===== src/rtl/chunked_adder.sv =====
// Multi-cycle adder/subtractor: processes CHUNK bits per clock, LSB chunk first,
// behind valid/ready handshakes on both the operand and the result side.
module chunked_adder #(
  parameter int WIDTH = 16,
  parameter int CHUNK = 4
) (
  input  logic             clk,
  input  logic             rst,
  input  logic             in_valid,
  output logic             in_ready,
  input  logic [WIDTH-1:0] a,
  input  logic [WIDTH-1:0] b,
  input  logic             cin,
  input  logic             sub,
  output logic             out_valid,
  input  logic             out_ready,
  output logic [WIDTH-1:0] sum,
  output logic             cout,
  output logic             ovf
);

  localparam int NCH = WIDTH / CHUNK;
  localparam int CW  = (NCH > 1) ? $clog2(NCH) : 1;
  localparam logic [CW-1:0] LAST_CNT = CW'(NCH - 1);

  typedef enum logic [1:0] {
    IDLE = 2'd0,
    RUN  = 2'd1,
    DONE = 2'd2
  } state_t;

  state_t           state_r;
  logic [CW-1:0]    cnt_r;
  logic [WIDTH-1:0] a_r;
  logic [WIDTH-1:0] b_r;
  logic [WIDTH-1:0] part_r;
  logic             carry_r;
  logic [WIDTH-1:0] sum_r;
  logic             cout_r;
  logic             ovf_r;
  logic             out_valid_r;

  logic [CHUNK-1:0] a_sl_s;
  logic [CHUNK-1:0] b_sl_s;
  logic [CHUNK-1:0] slice_s;
  logic             slice_cout_s;
  logic             msb_cin_s;
  logic [WIDTH-1:0] next_part_s;

  // One ripple-carry slice; the extra top bit is the chunk carry-out.
  function automatic logic [CHUNK:0] chunk_add(input logic [CHUNK-1:0] x,
                                               input logic [CHUNK-1:0] y,
                                               input logic             c);
    return {1'b0, x} + {1'b0, y} + {{CHUNK{1'b0}}, c};
  endfunction

  // Current chunk slice and the partial result with that slice merged in.
  always_comb begin
    a_sl_s = a_r[cnt_r*CHUNK +: CHUNK];
    b_sl_s = b_r[cnt_r*CHUNK +: CHUNK];
    {slice_cout_s, slice_s} = chunk_add(a_sl_s, b_sl_s, carry_r);
    // Carry into the slice MSB recovered from the MSB sum bit; on the last chunk this is bit WIDTH-1.
    msb_cin_s = a_sl_s[CHUNK-1] ^ b_sl_s[CHUNK-1] ^ slice_s[CHUNK-1];
    next_part_s = part_r;
    next_part_s[cnt_r*CHUNK +: CHUNK] = slice_s;
  end

  // Control FSM, operand capture, chunk accumulation and registered result.
  always_ff @(posedge clk) begin
    if (rst) begin
      state_r     <= IDLE;
      cnt_r       <= '0;
      a_r         <= '0;
      b_r         <= '0;
      part_r      <= '0;
      carry_r     <= 1'b0;
      sum_r       <= '0;
      cout_r      <= 1'b0;
      ovf_r       <= 1'b0;
      out_valid_r <= 1'b0;
    end else begin
      case (state_r)
        IDLE: begin
          if (in_valid) begin
            a_r     <= a;
            b_r     <= sub ? ~b : b;
            carry_r <= sub ? 1'b1 : cin;
            cnt_r   <= '0;
            part_r  <= '0;
            state_r <= RUN;
          end
        end
        RUN: begin
          part_r  <= next_part_s;
          carry_r <= slice_cout_s;
          cnt_r   <= cnt_r + 1'b1;
          if (cnt_r == LAST_CNT) begin
            sum_r       <= next_part_s;
            cout_r      <= slice_cout_s;
            ovf_r       <= slice_cout_s ^ msb_cin_s;
            out_valid_r <= 1'b1;
            state_r     <= DONE;
          end
        end
        DONE: begin
          if (out_ready) begin
            out_valid_r <= 1'b0;
            state_r     <= IDLE;
          end
        end
        default: begin
          out_valid_r <= 1'b0;
          state_r     <= IDLE;
        end
      endcase
    end
  end

  assign in_ready  = (state_r == IDLE) && !rst;
  assign out_valid = out_valid_r;
  assign sum       = sum_r;
  assign cout      = cout_r;
  assign ovf       = ovf_r;

endmodule


===== config.mk =====
export PLATFORM = sky130hd
export DESIGN_NAME = chunked_adder
export DESIGN_NICKNAME = d
export VERILOG_FILES = /design/src/rtl/chunked_adder.sv
export SDC_FILE = /design/constraint.sdc
export NUM_CORES = 1
export LEC_CHECK = 0
export CAP_MARGIN = 25
export CORE_MARGIN = 2
export CORE_UTILIZATION = 60
export CTS_CLUSTER_DIAMETER = 80
export DETAILED_ROUTE_END_ITERATION = 12
export DONT_BUFFER_PORTS = 1
export PLACE_DENSITY = 0.77
export SYNTH_ARGS = -nofsm -noshare
export SYNTH_HDL_FRONTEND = slang
export SYNTH_SLANG_ARGS = --single-unit

===== constraint.sdc =====
create_clock -name clk -period 3.1 [get_ports clk]
set_input_delay 0.775 -clock clk [delete_from_list [all_inputs] [get_ports clk]]
set_output_delay 0.775 -clock clk [all_outputs]
set_load 0.005 [all_outputs]

Yosys cells after proc, flatten, opt, wreduce, memory -nomap -nowiden
Cells that the tools add are included.

word-level totals
  register bits = 72
  input port bits = 38
  word-level logic and storage cells = 54

cells by class
  $add $sub $neg = 4
  eq/ne operators = 6
  shift operators = 4
  multiplexer cells = 16
  bitwise logic cells = 5
  reductions and logical operators = 9

operator list
  cell                                                                      count
  4-bit negator with 34-bit output                                          1
  4-bit by 34-bit variable shift with 16-bit output (first input constant)  1
  4-bit by 34-bit variable part select with 16-bit output                   1
  16-bit two-way mux                                                        2
  16-bit case mux with 2 select lines                                       1
  16-bit by 5-bit variable part select with 4-bit output                    2
  16-bit bitwise mux                                                        1
  16-bit inverter                                                           1
  2-bit two-way mux                                                         4
  2-bit inequality test (second input constant)                             3
  2-bit case mux with 3 select lines                                        1
  2-bit AND reduction                                                       3
  3-bit AND reduction                                                       2
  4-bit by 4-bit adder with 5-bit output                                    1
  5-bit by 1-bit adder with 5-bit output                                    1
  2-bit == test (second input constant)                                     2
  1-bit two-way mux                                                         4
  2-bit case mux with 2 select lines                                        1
  1-bit case mux with 3 select lines                                        1
  1-bit XOR                                                                 3
  2-bit by 1-bit adder with 2-bit output (second input constant)            1
  2-bit by 1-bit == test with 1-bit output (second input constant)          1
  2-bit logical NOT                                                         1
  1-bit case mux with 2 select lines                                        1
  4 further kinds                                                           4

Depth between registers and ports, before layout
  word-level depth = 6
  mapped depth = 10
  depth with buffers taken out = 8

Worst setup path after synthesis
Ideal clock, no wire load.

  path type = flip-flop to flip-flop
  start = reg cnt_r[0]
  end = reg part_r[13]
  library setup time = 0.070 ns
  data arrival time = 2.690 ns
  data required time = 3.030 ns
  slack = 0.339 ns
  cell stages (with the launch flop) = 11
  path buffers = 2
  period minus slack after synthesis = 2.761 ns
  cell sequence = dfxtp_1 -> buf_6 -> buf_2 -> mux4_2 -> fa_1 -> inv_1 -> fa_1 -> nor2_1 -> a31oi_1 -> nand2b_1 -> a21oi_1

on the way
  cells in the longest elaborated chain, start to end = 6
  elaborated cells between the ends (all ways) = 9
  those cells by class = add/sub (3); shift (4); mux (2)

ends and longest elaborated chain
  what                                                                       RTL line  source
  start, declared                                                            33        logic [CW-1:0] cnt_r;
  start signal, assigned                                                     96        cnt_r <= cnt_r + 1'b1;
  16-bit by 5-bit variable part select with 4-bit output (on tied branches)  59, 60
  4-bit by 4-bit adder with 5-bit output                                     54        return {1'b0, x} + {1'b0, y} + {{CHUNK{1'b0}}, c};
  5-bit by 1-bit adder with 5-bit output                                     54
  4-bit by 34-bit variable part select with 16-bit output                    65        next_part_s[cnt_r*CHUNK +: CHUNK] = slice_s;
  16-bit bitwise mux *                                                       65
  16-bit case mux with 2 select lines *                                      82        case (state_r)
  end signal, assigned                                                       94        part_r <= next_part_s;
  end, declared                                                              36        logic [WIDTH-1:0] part_r;

Every way passes the cells marked *; elsewhere a longest branch is shown, timed or not.
A chain may end at the register's enable or synchronous reset.

Worst setup path in the final report
  start = reg cnt_r[0]
  end = reg part_r[5]

The elaborated chain is that of the path after synthesis.

==> results.json <==
{
  "final_common_cell": "dfxtp_1",
  "final_cell_count_no_fill": 468,
  "worstSetupStartpointType": "flop",
  "status": "complete, no violations",
  "crit_chain": "mux4_2 > fa_1 > inv_1 > fa_1 > nor2_1 > a41o_1 > nand2_1 > a21oi_1",
  "power_density_mw_per_mm2": 586,
  "layout_min_cycle_time_ns": 2.78,
  "cpLargestDelayFamily": "adder cells",
  "hpwl_um": 5130,
  "synth_area_leaders": "dfxtp_1 41%, a211oi_1 6.6%, a21oi_1 6.6%, nand2_1 5.9%, xnor2_1 4.5%",
  "end_kind": "flop",
  "start_util_pct": 62.8,
  "period_share_pct": 89.6,
  "drc": 0,
  "cpPeakStageDelay_ns": 0.58,
  "synth_top_area_share_pct": 41.2,
  "cp.arrival_ns": 3.05,
  "syn_to_final_growth_pct": 7.76,
  "ant_nets": 0,
  "cts_sinks": 72,
  "clock_latency_ns": 0.34,
  "grt_pass1_wl_um": 12200,
  "cts.path.max_buffers": 2,
  "most-common-layout-cells": "72 x dfxtp_1, 55 x nand2_1, 45 x a21oi_1, 41 x nor2_1, 31 x a211oi_1",
  "synth_edf_count": 0,
  "hold_viol": 0,
  "path_clk_slew_ns": 0.07,
  "regToRegSetupSlack_ns": 0.32,
  "crit_path_top_delay_cell": "mux4_2",
  "die_w_um": 80.4,
  "finalNetCount": 441,
  "syn_avg_cell_area_um2": 8.64,
  "cts_tree": "done",
  "fin_setup_tns_ns": 0,
  "crit_buf_inv": 1,
  "pin_count": 58,
  "synth_seq_area_share_pct": 41.2,
  "finClkSkew_ns": 0.00685,
  "clock.fmax_mhz": 360,
  "drv_cap": 0,
  "grt.overflow.total": 0,
  "vdd_drop_max_mv": 0.496,
  "utilization_pct": 67.7,
  "wire_per_inst_um": 15.6,
  "drv_slew": 0,
  "cts-root-buf": "clkbuf_8",
  "setup_violations": 0,
  "place_congestion": 0.878,
  "slew_headroom_pct": 46.1,
  "drt-total-wl_um": 7290,
  "viasPerCell": 5.83,
  "yosysTopAreaCell": "dfxtp_1",
  "port-buffer-count": 0,
  "yosysUniqueCellTypes": 40,
  "synth_cells": 405,
  "grt_pass1_vias": 2602,
  "tightest_slew_ns": 0.807,
  "postCtsSetupBuffers": 0,
  "grt_max_degree": 74,
  "cts_made_buffers": 9,
  "regArea_mm2": 0.00144,
  "rows": 27,
  "die-area_mm2": 0.00646,
  "core_mm2": 0.00557,
  "grt_antenna_before_repair": 0,
  "gr-usage-all-layers_pct": 24.6,
  "async_reset_ff_share_pct": 0,
  "chipHeight_um": 80.4,
  "hold_class": "flop to flop",
  "ys.flop_type": "dfxtp_1",
  "diodes": 0,
  "syn-num-nets": 454,
  "ys_warn_count": 0,
  "crit_top_cell": "fa_1",
  "drtIter0Drc": 156,
  "synth_seq_cells": 72,
  "rsz0062_at_grt": "false",
  "h-tree-depth": 3,
  "cp_data_required_time_ns": 3.37,
  "fill_cells": 453,
  "p_leak_nw": 1.30,
  "criticalPathCategory": "flop to flop",
  "drive_gt1_share_pct": 8.84,
  "syn-cell-area_mm2": 0.00350,
  "vias": 2727,
  "multi_input_area_mm2": 0.00190,
  "drt_first_pass_iters": 4,
  "dp_cells": 453,
  "crit_fanout": 6
}
[area by class of cell]
class,instances,area share [%]
multi-input cells,296,50.4
clock inverters,5,3.42
well taps,72,2.39
clock buffers,10,3.65
inverters,7,0.697
flip-flops and latches,72,38.2
repair buffers,6,1.19
[synthesized netlist by cell type (2+ instances only)]
cell and n:
a211oi_1 31, a21boi_0 3, a21oi_1 46, a311oi_1 5
a31oi_1 5, and2_1 2, and4bb_2 3, buf_2 11
clkbuf_1 17, dfxtp_1 72, fa_1 2, ha_1 9
inv_1 7, mux4_1 2, mux4_2 6, nand2_1 55
nand2b_1 10, nand3_1 9, nand4_1 3, nor2_1 41
nor2b_1 19, nor3_1 4, o21ai_0 9, xnor2_1 18
[worst paths after layout]
| check | start | endpoint | cells after the start |
|---|---|---|---|
| hold / removal | a_r[3]$_SDFFE_PP0P_ | a_r[3]$_SDFFE_PP0P_ | 2 |
| hold reg to reg | a_r[3]$_SDFFE_PP0P_ | a_r[3]$_SDFFE_PP0P_ | 2 |
| setup reg to reg | cnt_r[0]$_SDFFE_PP0P_ | part_r[5]$_SDFFE_PP0P_ | 8 |
| setup / recovery | cnt_r[0]$_SDFFE_PP0P_ | part_r[5]$_SDFFE_PP0P_ | 8 |
[power by group]
part / switching (mW) / internal (mW)
Combinational: 0.143 / 0.108
Clock: 0.335 / 0.635
Sequential: 0.0263 / 0.963
Total: 0.504 / 1.71
[layer usage]
metal	part of all wire, %	up-vias	track usage (%)
met2	48	78	41.3
met4	1.8	0	9.66
met1	46	1247	30.3
li1	-	1391	-
met3	5.0	11	6.18
met5	0	-	0
[flip-flops by register name, summed over array words and instances (netlist names)]
name and count:
a_r 16, b_r 16, carry_r 1, cnt_r 2, cout 1, out_valid 1
ovf 1, part_r 16, state_r 2, sum 16
[repair_timing]
item / CTS / global route
hold buffers: 0 / 0
resized for setup: 0 / 1
endpoints found under the hold margin: 0 / 0
setup endpoints to repair: 0 / 5
[kinds of logic (layout without fill, tap and decap cells)]
family / count (synthesis) / count (layout) / share of synthesized area [%]
AND/OR/NAND/NOR: 151 / 151 / 20.5
AO/OA/AOI/OAI: 107 / 107 / 19.2
adder cells (fa/ha/maj): 11 / 11 / 4.36
buffers and inverters: 37 / 28 / 4.58
XOR/XNOR: 18 / 18 / 4.50
flip-flops: 72 / 72 / 41.2
multiplexers: 9 / 9 / 5.65
[worst reg2reg max path: cells and delay by family, from the launching register on]
family | cells | cell delay, ns
multiplexers | 1 | 0.58
AO/OA/AOI/OAI | 2 | 0.38
flip-flops | 1 | 0.53
AND/OR/NAND/NOR | 2 | 0.28
buffers and inverters | 1 | 0.08
adder cells (fa/ha/maj) | 2 | 0.87
[stage by stage]
step                      power (mW)  setup WS (ns)  hold slack (ns)  instance area [um2]
final                           2.21          0.323            0.451                 3770
after global routing            2.31          0.138            0.469                 3770
after CTS                       2.23          0.215            0.454                 3770
after detailed placement        1.26          0.232            0.443                 3500
after global placement          1.25          0.365            0.440                 3500
after floorplan                 1.22          0.339            0.432                 3500
Power figures use the tool's default switching activity.
